## src/rtl/mips_pkg.sv

```systemverilog
// mips_pkg: types and constants shared by the MIPS I multiply/divide unit
// and the CPU decoder that issues MULT/MULTU/DIV/DIVU and MTHI/MTLO/MFHI/MFLO.
package mips_pkg;

   // Operation selector driven by the CPU's EXEC states.
   typedef enum logic [1:0] {
      OP_MULT  = 2'd0,
      OP_MULTU = 2'd1,
      OP_DIV   = 2'd2,
      OP_DIVU  = 2'd3
   } muldiv_op_t;

   // Sequencer states of the iterative unit.
   typedef enum logic [1:0] {
      ST_IDLE  = 2'd0,
      ST_RUN   = 2'd1,
      ST_FIXUP = 2'd2
   } muldiv_state_t;

   // SPECIAL-opcode funct field values decoded by the CPU.
   localparam logic [5:0] FUNCT_MFHI  = 6'd16;
   localparam logic [5:0] FUNCT_MTHI  = 6'd17;
   localparam logic [5:0] FUNCT_MFLO  = 6'd18;
   localparam logic [5:0] FUNCT_MTLO  = 6'd19;
   localparam logic [5:0] FUNCT_MULT  = 6'd24;
   localparam logic [5:0] FUNCT_MULTU = 6'd25;
   localparam logic [5:0] FUNCT_DIV   = 6'd26;
   localparam logic [5:0] FUNCT_DIVU  = 6'd27;

   // True for DIV and DIVU.
   function automatic logic op_is_div(input muldiv_op_t op);
      return (op == OP_DIV) || (op == OP_DIVU);
   endfunction

   // True for the two-complement variants MULT and DIV.
   function automatic logic op_is_signed(input muldiv_op_t op);
      return (op == OP_MULT) || (op == OP_DIV);
   endfunction

endpackage

```

## src/rtl/mips_muldiv_if.sv

```systemverilog
// mips_muldiv_if: request/result bundle between the CPU (master) and the
// multiply/divide unit (slave). Clock and reset travel as plain ports.
interface mips_muldiv_if
   import mips_pkg::*;
#(
   parameter int WIDTH = 32
);

   logic             start;
   muldiv_op_t       op;
   logic [WIDTH-1:0] a;
   logic [WIDTH-1:0] b;
   logic             hi_we;
   logic             lo_we;
   logic [WIDTH-1:0] wdata;
   logic             busy;
   logic             done;
   logic             div_zero;
   logic [WIDTH-1:0] hi;
   logic [WIDTH-1:0] lo;

   // CPU side: issues operations and MTHI/MTLO, reads HI/LO.
   modport master (
      output start, op, a, b, hi_we, lo_we, wdata,
      input  busy, done, div_zero, hi, lo
   );

   // Unit side: owns HI/LO and the handshake outputs.
   modport slave (
      input  start, op, a, b, hi_we, lo_we, wdata,
      output busy, done, div_zero, hi, lo
   );

endinterface

```

## src/rtl/mips_div_step.sv

```systemverilog
// mips_div_step: one restoring-division step. Shifts the next dividend bit
// into the partial remainder and subtracts the divisor when it fits.
// Purely combinational; the caller sequences the steps.
module mips_div_step #(
   parameter int WIDTH = 32
) (
   input  logic [WIDTH-1:0] rem_in,
   input  logic [WIDTH-1:0] divisor,
   input  logic             bit_in,
   output logic [WIDTH-1:0] rem_out,
   output logic             q_bit
);

   logic [WIDTH:0] shifted;

   // Trial subtraction; the low WIDTH bits of the difference are exact
   // whenever the divisor fits, so only the comparison needs WIDTH+1 bits.
   always_comb begin
      shifted = {rem_in, bit_in};
      q_bit   = (shifted >= {1'b0, divisor});
      rem_out = q_bit ? (shifted[WIDTH-1:0] - divisor) : shifted[WIDTH-1:0];
   end

endmodule

```

## src/rtl/mips_muldiv.sv

```systemverilog
// mips_muldiv: iterative multiply/divide unit owning the MIPS I HI/LO
// registers. MULT/MULTU use shift-add (LSB first), DIV/DIVU use restoring
// division (MSB first), one bit per cycle, on operand magnitudes; FIXUP
// applies the sign correction and writes HI/LO. Latency is WIDTH+1 cycles.
//
// Optional build macro MIPS_MULDIV_FAST_MULT_EN: multiplies bypass the
// sequencer and use a combinational WIDTH x WIDTH multiplier, writing HI/LO
// one edge after the start edge without raising busy. Divides are unchanged.
module mips_muldiv
   import mips_pkg::*;
#(
   parameter int WIDTH = 32
) (
   input logic          clk,
   input logic          reset,
   mips_muldiv_if.slave bus
);

   localparam int            CW       = $clog2(WIDTH);
   localparam logic [CW-1:0] CNT_LAST = CW'(WIDTH - 1);

   // Sequencer and operand state.
   muldiv_state_t      state_q, state_d;
   muldiv_op_t         op_q;
   logic               neg_a_q, neg_b_q;
   logic [WIDTH-1:0]   a_q, b_q;
   logic [2*WIDTH-1:0] acc_q;
   logic [CW-1:0]      cnt_q;
   logic               fast_pend_q;

   // Architectural outputs.
   logic [WIDTH-1:0]   hi_q, lo_q;
   logic               done_q, div_zero_q;

   // Combinational helpers.
   logic               start_signed;
   logic               fast_go;
   logic [WIDTH-1:0]   a_mag, b_mag;
   logic [CW-1:0]      mul_idx;
   logic [WIDTH-1:0]   mul_addend;
   logic [WIDTH:0]     mul_sum;
   logic [WIDTH-1:0]   step_rem;
   logic               step_q;
   logic [2*WIDTH-1:0] mag_prod, res_prod;
   logic [WIDTH-1:0]   res_hi, res_lo;
   logic               res_dz;

   // Single restoring-division step on the upper half of the accumulator.
   mips_div_step #(.WIDTH(WIDTH)) u_div_step (
      .rem_in  (acc_q[2*WIDTH-1:WIDTH]),
      .divisor (b_q),
      .bit_in  (a_q[cnt_q]),
      .rem_out (step_rem),
      .q_bit   (step_q)
   );

`ifdef MIPS_MULDIV_FAST_MULT_EN
   // Multiplies skip the sequencer; their magnitudes are multiplied directly
   // in the cycle after the start edge.
   assign fast_go  = (state_q == ST_IDLE) && bus.start && !op_is_div(bus.op);
   assign mag_prod = fast_pend_q ? ({{WIDTH{1'b0}}, a_q} * {{WIDTH{1'b0}}, b_q})
                                 : acc_q;
`else
   // Every operation goes through the iterative sequencer.
   assign fast_go  = 1'b0;
   assign mag_prod = acc_q;
`endif

   // Operand magnitudes captured at the start edge; unsigned ops pass through.
   always_comb begin
      start_signed = op_is_signed(bus.op);
      a_mag        = (start_signed && bus.a[WIDTH-1]) ? -bus.a : bus.a;
      b_mag        = (start_signed && bus.b[WIDTH-1]) ? -bus.b : bus.b;
   end

   // Shift-add step: add the multiplicand when the current multiplier bit is set.
   always_comb begin
      mul_idx    = CNT_LAST - cnt_q;
      mul_addend = b_q[mul_idx] ? a_q : {WIDTH{1'b0}};
      mul_sum    = {1'b0, acc_q[2*WIDTH-1:WIDTH]} + {1'b0, mul_addend};
   end

   // Sign correction and divide-by-zero substitution for the HI/LO write.
   // NOTE: every output of a combinational block gets a default before any
   // condition; a path that leaves one unassigned infers a latch.
   always_comb begin
      res_prod = (neg_a_q ^ neg_b_q) ? -mag_prod : mag_prod;
      res_hi   = res_prod[2*WIDTH-1:WIDTH];
      res_lo   = res_prod[WIDTH-1:0];
      res_dz   = 1'b0;
      if (op_is_div(op_q)) begin
         if (b_q == '0) begin
            // Dividend is returned as originally presented (sign restored).
            res_lo = '1;
            res_hi = neg_a_q ? -a_q : a_q;
            res_dz = 1'b1;
         end else begin
            // Quotient truncates toward zero; remainder follows the dividend.
            res_lo = (neg_a_q ^ neg_b_q) ? -acc_q[WIDTH-1:0] : acc_q[WIDTH-1:0];
            res_hi = neg_a_q ? -acc_q[2*WIDTH-1:WIDTH] : acc_q[2*WIDTH-1:WIDTH];
         end
      end
   end

   // Next-state logic: IDLE -> RUN on an iterative start, RUN for WIDTH
   // cycles, one FIXUP cycle to write HI/LO.
   always_comb begin
      state_d = state_q;
      case (state_q)
         ST_IDLE:  if (bus.start && !fast_go) state_d = ST_RUN;
         ST_RUN:   if (cnt_q == '0) state_d = ST_FIXUP;
         ST_FIXUP: state_d = ST_IDLE;
         default:  state_d = ST_IDLE;
      endcase
   end

   // State register.
   // NOTE: clocked blocks use non-blocking assignments only, so every register
   // samples the pre-edge values of the others regardless of statement order.
   always_ff @(posedge clk) begin
      if (reset) state_q <= ST_IDLE;
      else       state_q <= state_d;
   end

   // Datapath, HI/LO and handshake pulses.
   // NOTE: the operand and accumulator registers are cleared by reset as well,
   // which keeps unknowns off the result path after a mid-operation reset.
   always_ff @(posedge clk) begin
      if (reset) begin
         op_q        <= OP_MULT;
         neg_a_q     <= 1'b0;
         neg_b_q     <= 1'b0;
         a_q         <= '0;
         b_q         <= '0;
         acc_q       <= '0;
         cnt_q       <= '0;
         fast_pend_q <= 1'b0;
         hi_q        <= '0;
         lo_q        <= '0;
         done_q      <= 1'b0;
         div_zero_q  <= 1'b0;
      end else begin
         done_q      <= 1'b0;
         div_zero_q  <= 1'b0;
         fast_pend_q <= 1'b0;
         case (state_q)
            ST_IDLE: begin
               // A pending fast multiply completes here.
               if (fast_pend_q) begin
                  hi_q   <= res_hi;
                  lo_q   <= res_lo;
                  done_q <= 1'b1;
               end
               fast_pend_q <= fast_go;
               if (bus.start) begin
                  // Start has priority; a simultaneous MTHI/MTLO is dropped.
                  op_q    <= bus.op;
                  neg_a_q <= start_signed & bus.a[WIDTH-1];
                  neg_b_q <= start_signed & bus.b[WIDTH-1];
                  a_q     <= a_mag;
                  b_q     <= b_mag;
                  acc_q   <= '0;
                  cnt_q   <= CNT_LAST;
               end else if (!fast_pend_q) begin
                  if (bus.hi_we) hi_q <= bus.wdata;
                  if (bus.lo_we) lo_q <= bus.wdata;
               end
            end
            ST_RUN: begin
               cnt_q <= cnt_q - CW'(1);
               if (op_is_div(op_q)) begin
                  acc_q <= {step_rem, acc_q[WIDTH-2:0], step_q};
               end else begin
                  acc_q <= {mul_sum, acc_q[WIDTH-1:1]};
               end
            end
            ST_FIXUP: begin
               hi_q       <= res_hi;
               lo_q       <= res_lo;
               done_q     <= 1'b1;
               div_zero_q <= res_dz;
            end
            default: ;
         endcase
      end
   end

   // Output drive.
   assign bus.busy     = (state_q != ST_IDLE);
   assign bus.done     = done_q;
   assign bus.div_zero = div_zero_q;
   assign bus.hi       = hi_q;
   assign bus.lo       = lo_q;

endmodule

```

## src/flat_wrapper.sv

```systemverilog
// flat-port wrapper written by rule: the top's interface ports become plain ports
module mips_muldiv_flat import mips_pkg::*;
#(
   parameter int WIDTH = 32
)
  (clk, reset, bus_start, bus_op, bus_a, bus_b, bus_hi_we, bus_lo_we, bus_wdata, bus_busy, bus_done, bus_div_zero, bus_hi, bus_lo);
  mips_muldiv_if #(.WIDTH(WIDTH)) bus_i ();
  input logic clk;
  input logic reset;
  input wire logic [$bits(bus_i.start)-1:0] bus_start;
  input wire logic [$bits(bus_i.op)-1:0] bus_op;
  input wire logic [$bits(bus_i.a)-1:0] bus_a;
  input wire logic [$bits(bus_i.b)-1:0] bus_b;
  input wire logic [$bits(bus_i.hi_we)-1:0] bus_hi_we;
  input wire logic [$bits(bus_i.lo_we)-1:0] bus_lo_we;
  input wire logic [$bits(bus_i.wdata)-1:0] bus_wdata;
  output wire logic [$bits(bus_i.busy)-1:0] bus_busy;
  output wire logic [$bits(bus_i.done)-1:0] bus_done;
  output wire logic [$bits(bus_i.div_zero)-1:0] bus_div_zero;
  output wire logic [$bits(bus_i.hi)-1:0] bus_hi;
  output wire logic [$bits(bus_i.lo)-1:0] bus_lo;
  assign bus_i.start = bus_start;
  assign bus_i.op = bus_op;
  assign bus_i.a = bus_a;
  assign bus_i.b = bus_b;
  assign bus_i.hi_we = bus_hi_we;
  assign bus_i.lo_we = bus_lo_we;
  assign bus_i.wdata = bus_wdata;
  assign bus_busy = bus_i.busy;
  assign bus_done = bus_i.done;
  assign bus_div_zero = bus_i.div_zero;
  assign bus_hi = bus_i.hi;
  assign bus_lo = bus_i.lo;
  mips_muldiv #(.WIDTH(WIDTH)) u_core (.clk(clk), .reset(reset), .bus(bus_i));
endmodule
```

## config.mk

```make
export PLATFORM = sky130hd
export DESIGN_NAME = mips_muldiv_flat
export DESIGN_NICKNAME = d
export VERILOG_FILES = /design/src/rtl/mips_pkg.sv /design/src/rtl/mips_muldiv_if.sv /design/src/rtl/mips_div_step.sv /design/src/rtl/mips_muldiv.sv /design/src/flat_wrapper.sv
export SDC_FILE = /design/constraint.sdc
export NUM_CORES = 1
export LEC_CHECK = 0
export CAP_MARGIN = 15
export CORE_ASPECT_RATIO = 0.75
export CORE_UTILIZATION = 45
export CTS_CLUSTER_SIZE = 30
export DETAILED_ROUTE_END_ITERATION = 12
export GPL_ROUTABILITY_DRIVEN = 0
export PLACE_DENSITY = 0.65
export REMOVE_ABC_BUFFERS = 1
export SYNTH_ARGS = -nofsm -noshare
export SYNTH_HDL_FRONTEND = slang
export SYNTH_SLANG_ARGS = --single-unit
```

## constraint.sdc

```tcl
create_clock -name clk -period 4.7 [get_ports clk]
set_clock_uncertainty 0.1 [all_clocks]
set_input_delay 0.94 -clock clk [delete_from_list [all_inputs] [get_ports clk]]
set_output_delay 0.94 -clock clk [all_outputs]
set_load 0.02 [all_outputs]
```

=== Word-level counts from Yosys, hierarchy flattened ===
Index checks and enable logic that the tools add are counted.

* Input port bits: 103
* Register bits: 205

* Order comparisons: 3
* $add $sub $neg: 10
* Bitwise logic cells: 5
* Equal/unequal tests: 10
* Multiplexer cells: 32
* Reduce and logical (&&, ||, !) cells: 17

{| class="wikitable"
|+ Operators with widths
! cell !! number
|-
| $mux 32 || 15
|-
| $mux 64 || 3
|-
| $neg 32->32 || 5
|-
| $pmux 32 s2 || 2
|-
| $pmux 64 s2 || 1
|-
| $neg 64->64 || 1
|-
| $add 32x32->33 || 1
|-
| $ge 33x32->1 || 1
|-
| $logic_not 32->1 || 1
|-
| $sub 32x32->32 || 1
|-
| $lt 5x6->1 const B || 2
|-
| $bmux 1 s5 || 2
|-
| $pmux 5 s2 || 1
|-
| $eq 2x2->1 const B || 4
|-
| $ne 2x2->1 const B || 4
|-
| $reduce_and 2->1 || 3
|-
| $reduce_and 3->1 || 2
|-
| $reduce_bool 2->1 || 3
|-
| $logic_not 5->1 || 1
|-
| $mux 5 || 1
|-
| $sub 5x1->5 const B || 1
|-
| $sub 5x5->5 const A || 1
|-
| $logic_not 2->1 || 2
|-
| $mux 1 || 4
|-
| other kinds (10) || 15
|}

=== Longest topological paths before layout ===
Gate-level depths: netlist of run 1.

* Depth in word-level cells: 7
* Gate-level depth with buffers: 18
* Gate-level depth less buffers: 16

=== Modules after synthesis ===
Synthesis of run 1 repeated with hierarchy kept, for this count alone.

* Cell total of the unflattened synthesis: 2262
* Area, all modules: 17435.5 um^2

{| class="wikitable"
|+ Modules (own cells, without submodules)
! module !! instances !! cells each !! area each (um^2) !! sequential area each (um^2)
|-
| mips_muldiv || 1 || 1939 || 15104.5 || 4083.9
|-
| mips_div_step || 1 || 323 || 2331.0 || 0.0
|}

=== Least setup slack after synthesis of run 1 ===
OpenSTA, ideal clock, no wires.

* Kind: register -> register
* Start point: register u_core.cnt_q[0]
* End point: register u_core.acc_q[60]
* Slack: -0.242 ns
* Period minus slack after synthesis: 4.942 ns
* Arrival time: 4.781 ns
* Cell stages (with the launch flop): 17
* Path buffers: 2
* Cells stage by stage: dfxtp_1 clkbuf_1 mux4_2 mux4_2 mux2i_1 clkbuf_1 nor2b_1 ha_1 a21oi_1 o21ai_0 a211oi_1 o211ai_1 a211oi_1 o31a_1 o21ai_0 a221oi_1 a32o_1

* Cells in the longest elaborated chain, start to end: 7
* Elaborated cells on any way between the ends: 12

{| class="wikitable"
|+ Ends and longest elaborated chain
! item !! RTL line !! text
|-
| start: declaration || mips_muldiv.sv:28 || <nowiki>logic [CW-1:0] cnt_q;</nowiki>
|-
| start signal: assignment || mips_muldiv.sv:170 || <nowiki>cnt_q <= cnt_q - CW'(1);</nowiki>
|-
| $sub 5x5->5 || mips_muldiv.sv:78 || <nowiki>mul_idx = CNT_LAST - cnt_q;</nowiki>
|-
| $bmux 1 s5 || mips_muldiv.sv:79 || <nowiki>mul_addend = b_q[mul_idx] ? a_q : {WIDTH{1'b0}};</nowiki>
|-
| $mux 1 (implied by the code) || mips_muldiv.sv:79 ||
|-
| $mux 32 || mips_muldiv.sv:79 ||
|-
| $add 32x32->33 || mips_muldiv.sv:80 || <nowiki>mul_sum = {1'b0, acc_q[2*WIDTH-1:WIDTH]} + {1'b0, mul_addend};</nowiki>
|-
| $mux 64 (*) || mips_muldiv.sv:171 || <nowiki>if (op_is_div(op_q)) begin</nowiki>
|-
| $pmux 64 s2 (*) || mips_muldiv.sv:146 || <nowiki>case (state_q)</nowiki>
|-
| end signal: assignment || mips_muldiv.sv:172 || <nowiki>acc_q <= {step_rem, acc_q[WIDTH-2:0], step_q};</nowiki>
|-
| end signal: assignment || mips_muldiv.sv:174 || <nowiki>acc_q <= {mul_sum, acc_q[WIDTH-1:1]};</nowiki>
|-
| end: declaration || mips_muldiv.sv:27 || <nowiki>logic [2*WIDTH-1:0] acc_q;</nowiki>
|}

Every way passes the cells marked *; elsewhere a longest branch is shown, timed or not. The select of a mux whose other input is x is not followed.
A chain may end at the register's enable or synchronous reset.

=== Worst setup path in the final report of run 1 ===
* Start point: register u_core.cnt_q[0]
* End point: register u_core.acc_q[59]

The elaborated chain is that of the path after synthesis.

==> metrics.md, run 1 <==
| Metric | Value |
|---|---|
| Vias in the first global route | `16700` |
| Synth Area in Adders | `under 10%` |
| Max-Cap Viols | `0` |
| Type of the worst setup path | `register to register` |
| Area leader, netlist | `dfxtp_1` |
| Syn_area_per_cell | `7.52 µm²` |
| EDFF count, synth | `0` |
| Clock Power Share | `30.0%` |
| Later-pin clock latency in the skew report | `560 ps` |
| DIE WIDTH | `about 230 µm` |
| Combinational power share | `between 30% and 40%` |
| Design Area, Final | `21100 µm²` |
| Total GRT Usage | `29.6%` |
| Endpoints failing setup | `0` |
| Period Utilization, post-route | `99.7%` |
| Switching Power | `around 2200 µW` |
| Core box area | `38200 µm²` |
| Total power | `6060 µW` |
| Period minus WS final | `4680 ps` |
| Hold buffers post-CTS | `0` |
| Antenna diodes | `0` |
| PortBufs | `169` |
| Switching Share | `36.6%` |
| Status | `completed` |
| Area growth syn-to-layout | `21.1%` |
| Clock transition at path regs | `60 ps` |
| Number of synthesized register bits | `204` |
| Hold Path Class | `register to register` |
| Post-Synth Simple-Gate Area | `22.6%` |
| Cts bufs inserted | `24` |
| Max-slew headroom | `32.2%` |
| DP HPWL | `roughly 47000 µm` |
| Int Power | `3840 µW` |
| Largest family of logic cells by synthesized area | `compound AO/OA/AOI/OAI gates` |
| Placed standard-cell area | `20200 µm²` |
| Setup crit end kind | `register` |
| CTS root buffer | `clkbuf_16` |
| Ys flop type | `dfxtp_1` |
| Routed wire length | `61200 µm` |
| Multiplexer area fraction after synthesis | `5.90%` |
| Nets | `2677` |
| I/O pin cnt | `170` |
| Router iterations before antenna repair | `5` |
| Die height | `roughly 170 µm` |
| DR iter-0 viols | `around 1900` |
| Drt wl/cell | `20.2 µm` |
| Fmax | `214 MHz` |
| Synth Instances | `2318` |
| Compound-cell area share of the yosys netlist | `26.1%` |
| Startpoint Class | `register` |
| Top post-synthesis cells by area | `dfxtp_1 (23%), a21oi_1 (5.9%), nor2_1 (5.8%)` |
| Final Core Density | `55.2%` |
| Crit path DAT | `5040 ps` |
| Sink Count | `204` |
| Peak VDD IR | `0.000233 V` |
| Post-synth cell types | `80` |
| Synthesis warning total | `0` |
| Pwr/cell area | `287 nW/µm²` |
| Sequential Power Share | `33.0%` |
| DRC errors left | `0` |
| FFs w/ async S/R, synth | `0%` |
| CP max FO | `13` |
| Final ANT Viol Nets | `0` |
| Initial antenna violation count | `0` |
| Clk buf depth | `3` |
| Top-area cell type share of the netlist area | `23.4%` |
| Fillers | `3652` |
| Mapped cell area | `17400 µm²` |
| Post-synthesis xor/xnor area fraction | `10.1%` |
| Vias per cell | `a little over 6` |
| Slew @ Worst Pin | `about 1000 ps` |
| Pins over their slew limit | `0` |
| Post-synth top cells | `nor2_1 (271), a21oi_1 (206), dfxtp_1 (204)` |
| Layout cells sized above 1 | `11.3%` |
| Fin. Hold Viols | `0` |
| Largest net degree at the start of global routing | `129` |
| Sequential share of the synthesized area | `23.4%` |
| Most common cell in the synthesized netlist | `nor2_1` |
| Total grt overflow | `0` |
| Die area | `39500 µm²` |
| Worst EP required | `5060 ps` |
| Via Count | `18500` |
| Core Rows | `62` |
| Initial core utilization | `45.6%` |
| First-pass GRT wire length | `about 94000 µm` |
| Static Leakage | `0.00810 µW` |
| CTS tree | `yes` |
| H-tree Lvls | `1` |
worst max-delay path, stage by stage, from the launching register on:
cell      delay (ps)
dfxtp_2          350
buf_12           140
mux4_2           530
mux4_2           540
mux2i_4          250
buf_8            170
buf_12           130
nor2b_1           50
ha_1             290
buf_4            170
a21oi_1          140
o211ai_1         170
a31oi_2          310
a31oi_2          170
o21a_1           260
o41ai_2          280
buf_4            170
xnor2_1          100
o21ai_0           80
o21ai_0          180
final cells by class:
type	count	area [µm²]	area share, %
multi-input cells	1869	12400	58.5
inverters	68	255	1.21
flip-flops and latches	204	4090	19.4
well taps	512	641	3.03
clock inverters	6	36.3	0.172
repair buffers	333	3030	14.3
clock buffers	35	703	3.33
per-layer routing:
metal  global-route usage (%)  vias up  routed length [µm]
met1                     42.7     8804               28000
li1                         -     8852                   -
met3                     7.50       87                6510
met4                     6.99        0                1350
met5                        0        -                   0
met2                     43.8      801               25300
flip-flops by register name, summed over array words and instances (netlist names):
name                 count
u_core.neg_b_q           1
u_core.bus.hi           32
u_core.b_q              32
u_core.op_q              1
u_core.bus.div_zero      1
u_core.bus.lo           32
u_core.state_q           2
u_core.acc_q            64
u_core.a_q              32
u_core.cnt_q             5
u_core.neg_a_q           1
u_core.bus.done          1
logic make-up (layout without fill, tap and decap cells):
logic type | count (synthesis) | in the layout
compound gates | 712 | 712
xor+xnor | 201 | 201
fa+ha+maj | 74 | 74
buf+inv | 245 | 442
flops | 204 | 204
mux | 74 | 74
simple gates | 808 | 808
power groups by stage:
stage          clock [µW]  sequential [µW]  combinational (µW)
6_report             1820             2000                2240
5_1_grt              1900             2010                2430
3_5_place_dp            0             2030                2150
2_1_floorplan           0             2060                1220
3_3_place_gp            0             2030                2110
4_1_cts              1830             1990                2170
final timing paths:
kind	start	to	slack [ps]	depth (start not counted)
worst min register to register	u_core.bus.lo[8]	u_core.bus.lo[8]	350	2
worst max register to register	u_core.cnt_q[0]	u_core.acc_q[59]	20	19
worst min-delay path	u_core.bus.lo[8]	u_core.bus.lo[8]	350	2
worst max-delay path	u_core.cnt_q[0]	u_core.acc_q[59]	20	19
stage by stage:
stage / hold WS [ps] / TNS, ps / std cells / worst slack, ps
floorplan: 348 / -58070 / 2141 / -1340
global placement: 342 / -99.8 / 2980 / -56.3
detailed placement: 345 / -715 / 2980 / -237
CTS: 354 / 0 / 3022 / 14.9
global route: 368 / -219 / 3027 / -109
finish: 353 / 0 / 3027 / 16.4
cell usage in the layout, fill, tap and decap left out, types with 8 or more instances in the layout:
| cell type | Yosys | final |
|---|---|---|
| nor2_1 | 271 | 268 |
| a21oi_1 | 206 | 205 |
| dfxtp_1 | 204 | 200 |
| nand2_1 | 194 | 194 |
| clkdlybuf4s50_1 | 0 | 168 |
| buf_4 | 3 | 155 |
| o21ai_0 | 138 | 134 |
| xnor2_1 | 109 | 108 |
| xor2_1 | 92 | 91 |
| a211oi_1 | 82 | 79 |
| ha_1 | 72 | 72 |
| inv_1 | 68 | 68 |
| a31oi_1 | 59 | 57 |
| nand3_1 | 54 | 54 |
| nor3_1 | 52 | 52 |
| mux2i_1 | 51 | 50 |
| nor2b_1 | 43 | 41 |
| nor4_1 | 34 | 34 |
| o221ai_1 | 29 | 29 |
| a21o_1 | 28 | 28 |
| nand2b_1 | 27 | 26 |
| clkbuf_16 | 0 | 26 |
| mux4_2 | 23 | 23 |
| or3_1 | 22 | 21 |
| o211ai_1 | 21 | 21 |
| and3_1 | 19 | 19 |
| o31ai_1 | 19 | 19 |
| a311oi_1 | 16 | 16 |
| or4_1 | 15 | 15 |
| nand4_1 | 14 | 14 |
| o22ai_1 | 14 | 14 |
| or2_2 | 13 | 13 |
| a22oi_1 | 13 | 13 |
| o41ai_1 | 12 | 11 |
| nor3b_1 | 8 | 8 |
| and2_1 | 8 | 8 |
| a221oi_1 | 8 | 8 |
| o21a_1 | 8 | 8 |
timing repair:
| action | 4_1_cts | 5_1_grt |
|---|---|---|
| cloned | 0 | 1 |
| pin swaps | 2 | 7 |
| setup buffers | 1 | 3 |
| setup endpoints to repair | 8 | 10 |
| gates resized for setup | 9 | 19 |
| endpoints found under the hold margin | 0 | 0 |
No activity file was read; power rests on OpenSTA's default activity.
==> run 2: changes to the inputs <==
Settings changed: PLACE_DENSITY 0.65 to 0.62, RECOVER_POWER set to 50.
Clock period 4.7 ns to 5.7 ns, I/O delays scaled along.
==> run 2 against run 1 <==
- the flow now finishes with violations (max-capacitance violations, max-slew violations)
- routed wire length shrank 2.9%
- cell area fell by 4.7%
- sequential power decreased by 15%
- non-clock buffer count shrank 123
- sequential cell count unchanged
- maximum frequency down 13%
- largest cell class unchanged
==> metrics.md, run 2 (synthesized netlist as in run 1, its figures left out) <==
| Metric | Value |
|---|---|
| Drt wl/cell | `20.4 µm (was 20.2 µm)` |
| Router iterations before antenna repair | `6 (was 5)` |
| Violated checks | `max-capacitance violations, max-slew violations` |
| Core box area | `38200 µm² (unchanged)` |
| Most common cell after layout, fill and taps aside | `nor2_1 (unchanged)` |
| Highest routed layer | `met5 (was met4)` |
| Crit path cell chain | `mux4_2, mux4_2, mux2i_2, buf_4, nor2b_1, ha_1, a211oi_1, o211ai_1, a211oi_1, o211ai_1, a211oi_1, buf_4, o31a_1, o21ai_0, a221oi_1, a32o_1 (was buf_12, mux4_2, mux4_2, mux2i_4, buf_8, buf_12, nor2b_1, ha_1, buf_4, a21oi_1, o211ai_1, a31oi_2, a31oi_2, o21a_1, o41ai_2, buf_4, xnor2_1, o21ai_0, o21ai_0)` |
| DRC errors left | `0 (unchanged)` |
| Die height | `172 µm (unchanged)` |
| Startpoint Class | `register (unchanged)` |
| I/O pin cnt | `170 (unchanged)` |
| Clock transition at path regs | `60 ps (about the same)` |
| CTS root buffer | `clkbuf_16 (unchanged)` |
| Total GRT Usage | `29.1% (was 29.6%)` |
| Slew @ Worst Pin | `3030 ps (was 1010 ps)` |
| Multi-input logic area | `12300 µm² (was 12400 µm²)` |
| Min-Delay Endpoint | `u_core.bus.lo[8] (unchanged)` |
| Total grt overflow | `0 (unchanged)` |
| Endpoints failing setup | `0 (unchanged)` |
| Switching Power | `1820 µW (was 2220 µW)` |
| Layout cells sized above 1 | `6.39% (was 11.3%)` |
| CP max FO | `31 (was 13)` |
| Hold path startpoint | `u_core.bus.lo[8] (unchanged)` |
| Most frequent cells in the layout | `nor2_1 (269), a21oi_1 (206), dfxtp_1 (201), nand2_1 (194), o21ai_0 (138) (was nor2_1 (268), a21oi_1 (205), dfxtp_1 (200), nand2_1 (194), clkdlybuf4s50_1 (168))` |
| Metal-1 WL | `28500 µm (was 28000 µm)` |
| Type of the worst setup path | `register to register (unchanged)` |
| Hold Path Class | `register to register (unchanged)` |
| Register area | `4090 µm² (about the same)` |
| Fillers | `3705 (was 3652)` |
| Via Count | `18100 (was 18500)` |
| Routed wire length | `59400 µm (was 61200 µm)` |
| Status | `finished, violations left (was completed)` |
| Crit path DAT | `5750 ps (was 5040 ps)` |
| Fin. Hold Viols | `0 (unchanged)` |
| DR iter-0 viols | `2060 (was 1873)` |
| Met2 wire length | `24600 µm (was 25300 µm)` |
| Clk buf depth | `3 (unchanged)` |
| Postcts setup bufs | `0 (was 1)` |
| Hold_ws | `347 ps (was 353 ps)` |
| Later-pin clock latency in the skew report | `560 ps (about the same)` |
| Min-Delay Path Depth | `2 (unchanged)` |
| Total power | `5010 µW (was 6060 µW)` |
| Biggest register | `u_core.acc_q (unchanged)` |
| Fin Setup TNS | `0 ps (unchanged)` |
| Period Utilization, post-route | `94.1% (was 99.7%)` |
| Combinational power share | `32.4% (was 37.0%)` |
| Most frequent CP cell | `a211oi_1` |
| Worst setup slack after layout | `336 ps (was 16.4 ps)` |
| Int Power | `3190 µW (was 3840 µW)` |
| Pwr/cell area | `249 nW/µm² (was 287 nW/µm²)` |
| Setup crit end kind | `register (unchanged)` |
| DIE WIDTH | `229 µm (unchanged)` |
| Nets | `2555 (was 2677)` |
| Max incr delay on CP | `570 ps (was 540 ps)` |
| Core Rows | `62 (unchanged)` |
| Initial antenna violation count | `2 (was 0)` |
| Fmax | `186 MHz (was 214 MHz)` |
| Cts bufs inserted | `25 (was 24)` |
| Sink Count | `204 (unchanged)` |
| Peak VDD IR | `0.000253 V (was 0.000233 V)` |
| FF-to-FF Start | `u_core.cnt_q[0] (unchanged)` |
| First-pass GRT wire length | `91900 µm (was 93500 µm)` |
| DP HPWL | `45000 µm (was 46600 µm)` |
| Pins over their slew limit | `224 (was 0)` |
| Register-to-register setup slack | `340 ps (was 20 ps)` |
| Period minus WS final | `5360 ps (was 4680 ps)` |
| Slowest CP cell | `mux4_2 (unchanged)` |
| Largest register FFs | `64 (unchanged)` |
| CTS tree | `yes (unchanged)` |
| PortBufs | `169 (unchanged)` |
| Largest net degree at the start of global routing | `122 (was 129)` |
| Static Leakage | `0.00768 µW (was 0.00810 µW)` |
| Max-Cap Viols | `3 (was 0)` |
| Worst EP required | `6090 ps (was 5060 ps)` |
| Switching Share | `36.3% (was 36.6%)` |
| Area growth syn-to-layout | `15.4% (was 21.1%)` |
| Worst r2r path cells | `16 (was 19)` |
| Place WS | `264 ps (was -237 ps)` |
| Sequential Power Share | `33.6% (was 33.0%)` |
| H-tree Lvls | `1 (unchanged)` |
| Vias in the first global route | `16200 (was 16700)` |
| Vias per cell | `6.21 (was 6.13)` |
| Antenna diodes | `0 (unchanged)` |
| Initial core utilization | `45.6% (unchanged)` |
| Max-slew headroom | `-102% (was 32.2%)` |
| Clock Power Share | `34.0% (was 30.0%)` |
| Final ANT Viol Nets | `0 (unchanged)` |
| Die area | `39500 µm² (unchanged)` |
| RSZ-0062 raised after global routing | `no` |
| Reg2reg end | `u_core.acc_q[60] (was u_core.acc_q[59])` |
| Wire length on met3 | `5060 µm (was 6510 µm)` |
run 2: cell types whose count changed in the layout (fill, tap and decap cells not counted), sizes merged, moves of 3 or more:
cell,change
buf,-125
clkdlybuf4s50,-67
dlygate4sd3,+67
bufinv,+3
inv,+3
run 2: worst max path at each step:
| stage | from | endpoint | slack (ps) |
|---|---|---|---|
| final | u_core.cnt_q[0] | u_core.acc_q[60] | 340 |
| after global routing | u_core.cnt_q[0] | u_core.acc_q[60] | 180 |
| after CTS | u_core.cnt_q[0] | u_core.acc_q[61] | 220 |
| after detailed placement | u_core.cnt_q[0] | u_core.acc_q[61] | 260 |
| after global placement | u_core.cnt_q[0] | u_core.acc_q[61] | 400 |
| after floorplan | u_core.cnt_q[0] | u_core.acc_q[60] | -340 |
run 2: layer usage:
| layer | GRT usage (%) | vias up |
|---|---|---|
| met5 | 0.375 | - |
| met4 | 6.41 | 2 |
| met3 | 4.47 | 90 |
| met2 | 43.1 | 757 |
| met1 | 43.7 | 8599 |
| li1 | - | 8610 |
run 2: power by group through the flow:
stage                     Combinational (µW)  Clock [µW]  Sequential (µW)
after floorplan                         1010           0             1700
after global placement                  1570           0             1710
after detailed placement                1590           0             1710
after CTS                               1600        1730             1680
after global routing                    1760        1780             1700
final                                   1620        1710             1690
run 2: repair_timing:
item                                    4_1_cts  5_1_grt
endpoints found under the setup margin        0        3
hold buffers                                  0        0
gates resized for setup                       0        2
run 2: area by class of cell:
cell class	count	share of cell area [%]
clock buffer	32	3.54
tap	512	3.18
multi-input combinational	1869	61.0
clock inverter	12	0.771
timing repair buffer	210	9.91
inverter	68	1.27
sequential	204	20.3
run 2: stage by stage:
step | instance area [µm²] | utilization [%] | cells
after floorplan | 16600 | - | 2141
after global placement | 19300 | 50.4 | 2862
after detailed placement | 19300 | 50.4 | 2862
after CTS | 20100 | 52.6 | 2906
after global routing | 20100 | 52.6 | 2907
final | 20100 | 52.6 | 2907
run 2: critical path, delay by kind of cell (launching register included):
family,cells,cell delay [ps]
AOI/OAI and AO/OA,9,2420
adders and majority gates,1,250
buffers and inverters,2,550
DFF,1,550
muxes,3,1340
and+or+nand+nor,1,90
